==> src/rtl/spi_reg_bridge.sv <==
// spi_reg_bridge: SPI mode-0 slave that turns 16-bit host frames into register-file
// read/write strobes. Define SPI_TIMEOUT_EN to abort frames whose SCK stalls.
module spi_reg_bridge #(
    parameter int unsigned SYNC_STAGES = 2
`ifdef SPI_TIMEOUT_EN
    ,
    parameter int unsigned TIMEOUT_CYCLES = 4096
`endif
) (
    input  logic       clock,
    input  logic       reset_n,
    input  logic       spi_sck,
    input  logic       spi_cs_n,
    input  logic       spi_mosi,
    output logic       spi_miso,
    output logic       spi_miso_oe,
    output logic [5:0] address,
    output logic       write_en,
    output logic [7:0] wr_data,
    output logic       read_en,
    input  logic [7:0] rd_data,
    output logic       frame_err
);
    localparam int unsigned SYNC_N = (SYNC_STAGES < 2) ? 2 : SYNC_STAGES;
    localparam int unsigned CNT_W  = 5;

    typedef enum logic [2:0] {
        IDLE,
        CMD,
        RDLOAD,
        RDATA,
        WDATA,
        DRAIN
    } state_t;

    state_t state, state_d;

    logic [SYNC_N-1:0] sck_sync, cs_sync, mosi_sync;
    logic              sck_q, cs_q;
    logic              sck_s, cs_s, mosi_s;
    logic              sck_rise, sck_fall, cs_rise, cs_fall;
    logic              timeout_hit;

    logic [CNT_W-1:0] bit_cnt, bit_cnt_d;
    logic [6:0]       rx_shift, rx_shift_d;
    logic [7:0]       rx_byte;
    logic [7:0]       tx_shift, tx_shift_d;
    logic [5:0]       address_d;
    logic [7:0]       wr_data_d;
    logic             write_en_d, read_en_d, miso_d, oe_d, err_d;

    // Pin synchronisers, reset to idle bus levels, plus one stage for edge detection
    always_ff @(posedge clock or negedge reset_n) begin
        if (!reset_n) begin
            sck_sync  <= '0;
            cs_sync   <= '1;
            mosi_sync <= '0;
            sck_q     <= 1'b0;
            cs_q      <= 1'b1;
        end else begin
            sck_sync  <= {sck_sync[SYNC_N-2:0], spi_sck};
            cs_sync   <= {cs_sync[SYNC_N-2:0], spi_cs_n};
            mosi_sync <= {mosi_sync[SYNC_N-2:0], spi_mosi};
            sck_q     <= sck_s;
            cs_q      <= cs_s;
        end
    end

    assign sck_s    = sck_sync[SYNC_N-1];
    assign cs_s     = cs_sync[SYNC_N-1];
    assign mosi_s   = mosi_sync[SYNC_N-1];
    assign sck_rise = sck_s & ~sck_q;
    assign sck_fall = ~sck_s & sck_q;
    assign cs_fall  = ~cs_s & cs_q;
    assign cs_rise  = cs_s & ~cs_q;
    assign rx_byte  = {rx_shift, mosi_s};

`ifdef SPI_TIMEOUT_EN
    localparam int unsigned TMO_W = $clog2(TIMEOUT_CYCLES + 1);

    logic [TMO_W-1:0] tmo_cnt;
    logic             tmo_active;

    // DRAIN is excluded so a host lingering with CS low after a good frame is not flagged
    assign tmo_active  = (state != IDLE) && (state != DRAIN);
    assign timeout_hit = tmo_active && (tmo_cnt == TMO_W'(TIMEOUT_CYCLES));

    always_ff @(posedge clock or negedge reset_n) begin
        if (!reset_n) begin
            tmo_cnt <= '0;
        end else if (!tmo_active || sck_rise || sck_fall || cs_fall) begin
            tmo_cnt <= '0;
        end else if (!timeout_hit) begin
            tmo_cnt <= tmo_cnt + TMO_W'(1);
        end
    end
`else
    assign timeout_hit = 1'b0;
`endif

    // Next-state and registered-output values; CS edges override everything else
    always_comb begin
        state_d    = state;
        bit_cnt_d  = bit_cnt;
        rx_shift_d = rx_shift;
        tx_shift_d = tx_shift;
        address_d  = address;
        wr_data_d  = wr_data;
        write_en_d = 1'b0;
        read_en_d  = 1'b0;
        miso_d     = spi_miso;
        oe_d       = spi_miso_oe;
        err_d      = frame_err;

        if (cs_rise) begin
            state_d = IDLE;
            oe_d    = 1'b0;
            miso_d  = 1'b0;
            if (state != IDLE && state != DRAIN) begin
                err_d = 1'b1;
            end
        end else if (cs_fall) begin
            state_d    = CMD;
            bit_cnt_d  = '0;
            rx_shift_d = '0;
            tx_shift_d = '0;
            oe_d       = 1'b1;
            miso_d     = 1'b0;
            err_d      = 1'b0;
        end else if (timeout_hit) begin
            state_d = DRAIN;
            miso_d  = 1'b0;
            err_d   = 1'b1;
        end else begin
            unique case (state)
                IDLE: miso_d = 1'b0;
                CMD: begin
                    if (sck_rise) begin
                        bit_cnt_d  = bit_cnt + CNT_W'(1);
                        rx_shift_d = rx_byte[6:0];
                        if (bit_cnt == CNT_W'(7)) begin
                            address_d = rx_byte[5:0];
                            if (rx_byte[6]) begin
                                err_d   = 1'b1;
                                state_d = DRAIN;
                            end else if (rx_byte[7]) begin
                                read_en_d = 1'b1;
                                state_d   = RDLOAD;
                            end else begin
                                state_d = WDATA;
                            end
                        end
                    end
                end
                // rd_data is valid the clock after the read_en cycle
                RDLOAD: begin
                    if (!read_en) begin
                        tx_shift_d = {rd_data[6:0], 1'b0};
                        miso_d     = rd_data[7];
                        state_d    = RDATA;
                    end
                end
                // The fall that closes byte0 must not shift: bit7 is already on MISO
                RDATA: begin
                    if (sck_rise) begin
                        bit_cnt_d = bit_cnt + CNT_W'(1);
                        if (bit_cnt == CNT_W'(15)) begin
                            state_d = DRAIN;
                            miso_d  = 1'b0;
                        end
                    end else if (sck_fall && bit_cnt != CNT_W'(8)) begin
                        miso_d     = tx_shift[7];
                        tx_shift_d = {tx_shift[6:0], 1'b0};
                    end
                end
                WDATA: begin
                    if (sck_rise) begin
                        bit_cnt_d  = bit_cnt + CNT_W'(1);
                        rx_shift_d = rx_byte[6:0];
                        if (bit_cnt == CNT_W'(15)) begin
                            wr_data_d  = rx_byte;
                            write_en_d = 1'b1;
                            state_d    = DRAIN;
                        end
                    end
                end
                DRAIN:   miso_d = 1'b0;
                default: state_d = IDLE;
            endcase
        end
    end

    always_ff @(posedge clock or negedge reset_n) begin
        if (!reset_n) begin
            state       <= IDLE;
            bit_cnt     <= '0;
            rx_shift    <= '0;
            tx_shift    <= '0;
            address     <= '0;
            wr_data     <= '0;
            write_en    <= 1'b0;
            read_en     <= 1'b0;
            spi_miso    <= 1'b0;
            spi_miso_oe <= 1'b0;
            frame_err   <= 1'b0;
        end else begin
            state       <= state_d;
            bit_cnt     <= bit_cnt_d;
            rx_shift    <= rx_shift_d;
            tx_shift    <= tx_shift_d;
            address     <= address_d;
            wr_data     <= wr_data_d;
            write_en    <= write_en_d;
            read_en     <= read_en_d;
            spi_miso    <= miso_d;
            spi_miso_oe <= oe_d;
            frame_err   <= err_d;
        end
    end

endmodule

==> config.mk <==
export PLATFORM = sky130hd
export DESIGN_NAME = spi_reg_bridge
export DESIGN_NICKNAME = d
export VERILOG_FILES = /design/src/rtl/spi_reg_bridge.sv
export SDC_FILE = /design/constraint.sdc
export NUM_CORES = 1
export LEC_CHECK = 0
export ABC_AREA = 0
export CORE_AREA = 2 2 77 79
export CTS_BUF_LIST = sky130_fd_sc_hd__clkbuf_4
export DETAILED_ROUTE_END_ITERATION = 7
export DIE_AREA = 0 0 79 81
export PLACE_DENSITY = 0.76
export SYNTH_ARGS = -nofsm -noshare
export SYNTH_HDL_FRONTEND = slang
export SYNTH_SLANG_ARGS = --single-unit
==> constraint.sdc <==
create_clock -name clock -period 1.95 [get_ports clock]
set_input_delay 0.195 -clock clock [delete_from_list [all_inputs] [get_ports clock]]
set_output_delay 0.195 -clock clock [all_outputs]
set_load 0.1 [all_outputs]
==> results_dict.tcl, run 1 <==
set metrics [dict create \
    status "complete, no violations" \
    maxCapViolCount 0 \
    r2r_start "state[0]" \
    synth_top_cell_by_area "dfrtp_1" \
    initial_core_util_pct 42.3 \
    cts_inserted_buffers 5 \
    die_width_um 79 \
    grt_pass1_vias 1671 \
    syn_area_mm2 0.00240 \
    leakagePower_nw 1.36 \
    synthMostInstantiatedCell "dfrtp_1" \
    peakVddDrop_mv 0.475 \
    syn2layout_area_growth_pct 23.3 \
    criticalPathCategory "reg -> reg" \
    vias_per_cell 5.21 \
    ys_async_sr_fraction_pct 100 \
    ys_types 46 \
    holdCritPathClass "in -> reg" \
    grt_overflow_total 0 \
    setup_viol 0 \
    clockBufferDepth 2 \
    slowest_stage "dfrtp_1" \
    fillerInstances 512 \
    hold_violations 0 \
    gp_congestion 0.885 \
    vias 1700 \
    grt_max_degree 23 \
    synthTopCellsByCount "dfrtp_1, mux2_2, nor2_1" \
    ys_warn_count 0 \
    fin_crit_sh_pct 98.6 \
    finalNonFillerCells 326 \
    routedWlPerCell_um 14.5 \
    dieArea_mm2 0.00640 \
    cp.arrival_ns 2.17 \
    worstSkewPairLatency_ns 0.38 \
    startpoint "state[0]" \
    synth_edf_count 0 \
    antenna_left 0 \
    drive_above_1_share_pct 35.5 \
    core-area_mm2 0.00568 \
    cpPeakStageDelay_ns 0.64 \
    power_mw 2.85 \
    worst-path-max-fanout 13 \
    syn_nets 225 \
    synth_area_per_cell_um2 11.6 \
    n_antenna_cell 0 \
    nets 269 \
    synth_top_area_share_pct 48.0 \
    cts_tree "done" \
    firstDrtPassIters 4 \
    setup_tns_ns 0 \
    required_ns 2.19 \
    synth_top_flop_cell "dfrtp_1" \
    htreeDepth 2 \
    grt_first_pass_wirelength_um 8040 \
    grt_usage_pct 16.1 \
    portBuffers 31 \
    synthTopCellsByArea "dfrtp_1, mux2_2, mux2i_1" \
    ys_seq_area_share_pct 51.3 \
    rsz0062_at_grt "yes" \
    tightest_slew_ns 0.609 \
    cellPowerDensity_mw_per_mm2 963 \
    dp.final_hpwl_um 3320 \
    layout_min_cycle_time_ns 1.92 \
    skew_ns 0.0147 \
    drt_iter0_drc 129 \
    routed_wl_um 4730 \
    clk_pin_slew_ns 0.14 \
    drv_slew 0 \
    synthCells 206 \
    seqCellArea_mm2 0.00123 \
    crit_chain "nor2b_1 > nand2_1 > o211ai_1 > o41ai_2" \
    fp-row-count 28 \
    fp.dieH_um 81 \
    ioPinCount 32 \
    drc_errors 0 \
    cp-end-kind "register" \
    cts_root_buf "clkbuf_4" \
    hold_path_startpoint "spi_cs_n" \
    multi_input_area_mm2 0.00118 \
    placed_cells 315 \
    fmax_mhz 520 \
    relSlewSlack_pct 59.2 \
    crit_path_start_kind "register" \
    synth_seq_cells 49 \
    cts.sinks 49 \
    antenna_found_initial 0 \
]
worst max-delay path, delay by kind of cell (launching register included):
kind,cells,cell delay [ns]
and+or+nand+nor,2,0.48
AOI/OAI and AO/OA,2,0.69
DFF,1,0.64
metrics by stage:
stage               area [um^2]  hold WS, ns  util [%]  setup WS (ns)
finish                     2960        0.225      52.1         0.0267
global route               2960        0.204      52.1        -0.0553
CTS                        2860        0.207      50.4       -0.00496
detailed placement         2790        0.174      49.1        -0.0126
global placement           2790        0.175      49.1         0.0642
floorplan                  2400       -0.101         -        0.00625
sequential cells by signal (all words and copies together), names as in the netlist, 2 cells and up:
name	cells
rx_shift	7
bit_cnt	5
address	6
wr_data	8
state	3
sck_sync	2
mosi_sync	2
tx_shift	7
cs_sync	2
power by group:
group          internal, mW  total, mW  switching (mW)
Combinational         0.423      0.966           0.543
Sequential             1.19       1.40           0.204
Clock                 0.158      0.485           0.328
Total                  1.77       2.85            1.08
cell families after synthesis:
family	share of synthesized area, %
fa+ha+maj	3.13
xor+xnor	0.365
flops	51.3
simple gates	15.3
compound gates	12.7
buf+inv	3.39
mux	13.8
layer usage:
metal	global-route usage [%]	share of wire, %
met5	0	0
met4	5.69	1.4
met3	4.00	4.5
met2	25.9	48
met1	21.4	46
timing repair:
item,in CTS,in global routing
resized for setup,1,17
endpoints found under the hold margin,20,0
setup endpoints to repair,4,12
hold buffers,1,0
pin swaps,1,4
buffers inserted,0,2
cell type report:
class / count / share of cell area, %
Tap cell: 75 / 3.17
Sequential cell: 49 / 41.6
Clock inverter: 2 / 0.550
Timing Repair Buffer: 45 / 12.4
Multi-Input combinational cell: 141 / 39.8
Inverter: 8 / 1.02
Clock buffer: 6 / 1.52
final timing paths:
| check | cells past startpoint | slack [ns] | to |
|---|---|---|---|
| worst max-delay path | 4 | 0.03 | state[2] |
| worst min-delay path | 1 | 0.23 | cs_sync[0] |
| worst max register to register | 4 | 0.03 | state[2] |
| worst min register to register | 0 | 0.36 | sck_sync[1] |
| max in group asynchronous | 3 | 1.03 | cs_q |
| min in group asynchronous | 2 | 0.28 | wr_data[2] |
placed cells by master, fill, tap and decap left out, drive strengths merged, types with 2 or more instances in the layout:
cell type / synthesis / routed
nand3b: 2 / 2
nand3: 3 / 3
o21ai: 14 / 14
inv: 8 / 8
ha: 6 / 6
nor2b: 10 / 10
dfrtp: 46 / 46
mux2: 22 / 22
or2: 2 / 2
mux2i: 8 / 8
clkdlybuf4s50: 0 / 11
a21oi: 9 / 9
nor2: 14 / 14
a22oi: 2 / 2
nand2: 10 / 10
nor3: 4 / 4
nand2b: 6 / 6
and3b: 2 / 2
o211ai: 2 / 2
o41ai: 4 / 4
nor3b: 4 / 4
clkbuf: 2 / 6
o2bb2ai: 6 / 6
buf: 6 / 33
dfstp: 3 / 3
No activity file was read; power rests on OpenSTA's default activity.
==> run 2, diff against run 1 <==
--- a/config.mk
+++ b/config.mk
@@ -11,6 +11,9 @@
 export DETAILED_ROUTE_END_ITERATION = 7
 export DIE_AREA = 0 0 79 81
 export PLACE_DENSITY = 0.76
+export REMOVE_ABC_BUFFERS = 1
+export SKIP_LAST_GASP = 1
 export SYNTH_ARGS = -nofsm -noshare
 export SYNTH_HDL_FRONTEND = slang
 export SYNTH_SLANG_ARGS = --single-unit
+export TNS_END_PERCENT = 100
==> run 2 against run 1 <==
  * Hold slack worse by 0.013 ns
  * Maximum frequency up 1.0%
  * Final cell count up 0.92%
  * Largest cell class unchanged
  * First-iteration DRC count decreased by 45%
  * Worst setup slack improved by 0.019 ns
  * Global-route usage increased by 0.42 points
  * Highest routed layer unchanged
  * Clock skew is 0.0057 ns higher
  * Sequential share of layout area stayed put
  * Critical endpoint is now spi_miso
  * Routed wire length grew 3.1%
  * Flip-flop and latch count stayed put
==> results_dict.tcl, run 2 (synthesis results as in run 1) <==
set metrics [dict create \
    dieArea_mm2 0.00640 \
    regMostFlops "wr_data" \
    criticalPathCategory "reg -> reg" \
    clk_pin_slew_ns 0.14 \
    cts_root_buf "clkbuf_4" \
    portBuffers 31 \
    post_dp_cell_area_mm2 0.00282 \
    layout_min_cycle_time_ns 1.90 \
    fmax_mhz 525 \
    grt_usage_pct 16.6 \
    fin_crit_sh_pct 97.6 \
    drv_slew 0 \
    leakagePower_nw 1.39 \
    worstSkewPairLatency_ns 0.38 \
    final_area_mm2 0.00296 \
    skew_ns 0.0204 \
    peakVddDrop_mv 0.525 \
    placed_cells 319 \
    cts_tree "done" \
    tightest_slew_ns 0.579 \
    crit_end "spi_miso" \
    ioPinCount 32 \
    maxCapViolCount 0 \
    largest_reg_flops 8 \
    grt_first_pass_wirelength_um 8250 \
    final_cell_mix "dfrtp_1, buf_4, mux2_2, nor2_1" \
    finalNonFillerCells 329 \
    regToRegEndpoint "spi_miso" \
    hold_violations 0 \
    r2r_start "cs_q" \
    dp.final_hpwl_um 3420 \
    startpoint "cs_q" \
    die_width_um 79 \
    nets 272 \
    cp.arrival_ns 2.16 \
    antenna_found_initial 0 \
    htreeDepth 2 \
    initial_core_util_pct 42.3 \
    firstDrtPassIters 4 \
    n_antenna_cell 0 \
    syn2layout_area_growth_pct 23.3 \
    rsz0062_at_grt "yes" \
    grt_overflow_total 0 \
    required_ns 2.21 \
    core-area_mm2 0.00568 \
    r2r_setup_slack_ns 0.05 \
    worst-path-max-fanout 4 \
    cts.sinks 49 \
    setup_viol 0 \
    cp-end-kind "register" \
    setup_slack_ns 0.0460 \
    routed_wl_um 4880 \
    cellPowerDensity_mw_per_mm2 963 \
    vias 1736 \
    power_mw 2.85 \
    grt_pass1_vias 1742 \
    grt_max_degree 26 \
    clockBufferDepth 2 \
    drive_above_1_share_pct 33.9 \
    layout_commonest_cell "dfrtp_1" \
    drc_errors 0 \
    cts_inserted_buffers 5 \
    crit_path_start_kind "register" \
    vias_per_cell 5.28 \
    place_ws_ns 0.0102 \
    antenna_left 0 \
    routedWlPerCell_um 14.8 \
    relSlewSlack_pct 61.4 \
    reg.largest.list "wr_data x8, rx_shift x7, tx_shift x7" \
    fp-row-count 28 \
    reg2reg_depth 6 \
    holdCritPathClass "in -> reg" \
    drt_iter0_drc 71 \
    gp_congestion 0.821 \
    fp.dieH_um 81 \
    status "complete, no violations" \
]
-- run 2: cell types whose count changed in the layout (fill, tap and decap cells not counted), sizes merged --
cell / before / now
buf: 33 / 36
clkbuf: 6 / 5
inv: 8 / 9
-- run 2: worst min-delay path by stage --
stage / start / slack (ns) / endpoint / cells past startpoint
global route: spi_cs_n / 0.19 / cs_sync[0] / 1
CTS: spi_cs_n / 0.20 / cs_sync[0] / 1
floorplan: reset_n / -0.10 / address[0] / 0
global placement: reset_n / 0.23 / spi_miso / 1
detailed placement: reset_n / 0.23 / sck_sync[0] / 1
finish: spi_cs_n / 0.21 / cs_sync[0] / 1
-- run 2: timing repair --
item / 4_1_cts / 5_1_grt
setup buffers: 0 / 1
endpoints found under the setup margin: 1 / 17
hold endpoints to repair: 24 / 0
hold buffers: 1 / 0
pin swaps: 0 / 4
resized for setup: 1 / 12
cloned: 0 / 0
-- run 2: per-stage QoR --
step	setup TNS, ns	util, %	hold slack (ns)
after global placement	0	49.8	0.226
after floorplan	-0.433	-	-0.101
after global routing	-0.0643	52.1	0.191
after detailed placement	0	49.8	0.226
after CTS	0	51.0	0.200
final	0	52.1	0.212
-- run 2: worst max-delay path: stages (launching register included) --
cell,delay (ns)
dfstp_2,0.57
inv_1,0.05
ha_2,0.19
or2_4,0.29
o41ai_4,0.33
a21oi_2,0.06
mux2_4,0.29
-- run 2: area by class of cell --
class                           instances  area, um^2
Timing Repair Buffer                   48         400
Sequential cell                        49        1230
Clock inverter                          3        20.0
Fill cell                             524        2720
Tap cell                               75        93.8
Clock buffer                            5        37.5
Multi-Input combinational cell        141        1140
Inverter                                8        30.0
-- run 2: power breakdown --
part | total [mW] | switching (mW) | internal (mW)
clock | 0.478 | 0.337 | 0.141
sequential | 1.38 | 0.188 | 1.19
combinational | 0.989 | 0.547 | 0.441
-- run 2: layer usage --
layer | part of all wire, % | global-route usage [%] | vias to the layer above | routed length (um)
met1 | 47 | 21.7 | 863 | 2280
li1 | - | - | 830 | -
met2 | 48 | 26.9 | 35 | 2340
met5 | 0 | 0 | - | 0
met4 | 1.1 | 5.86 | 0 | 56
met3 | 4.1 | 4.11 | 8 | 202
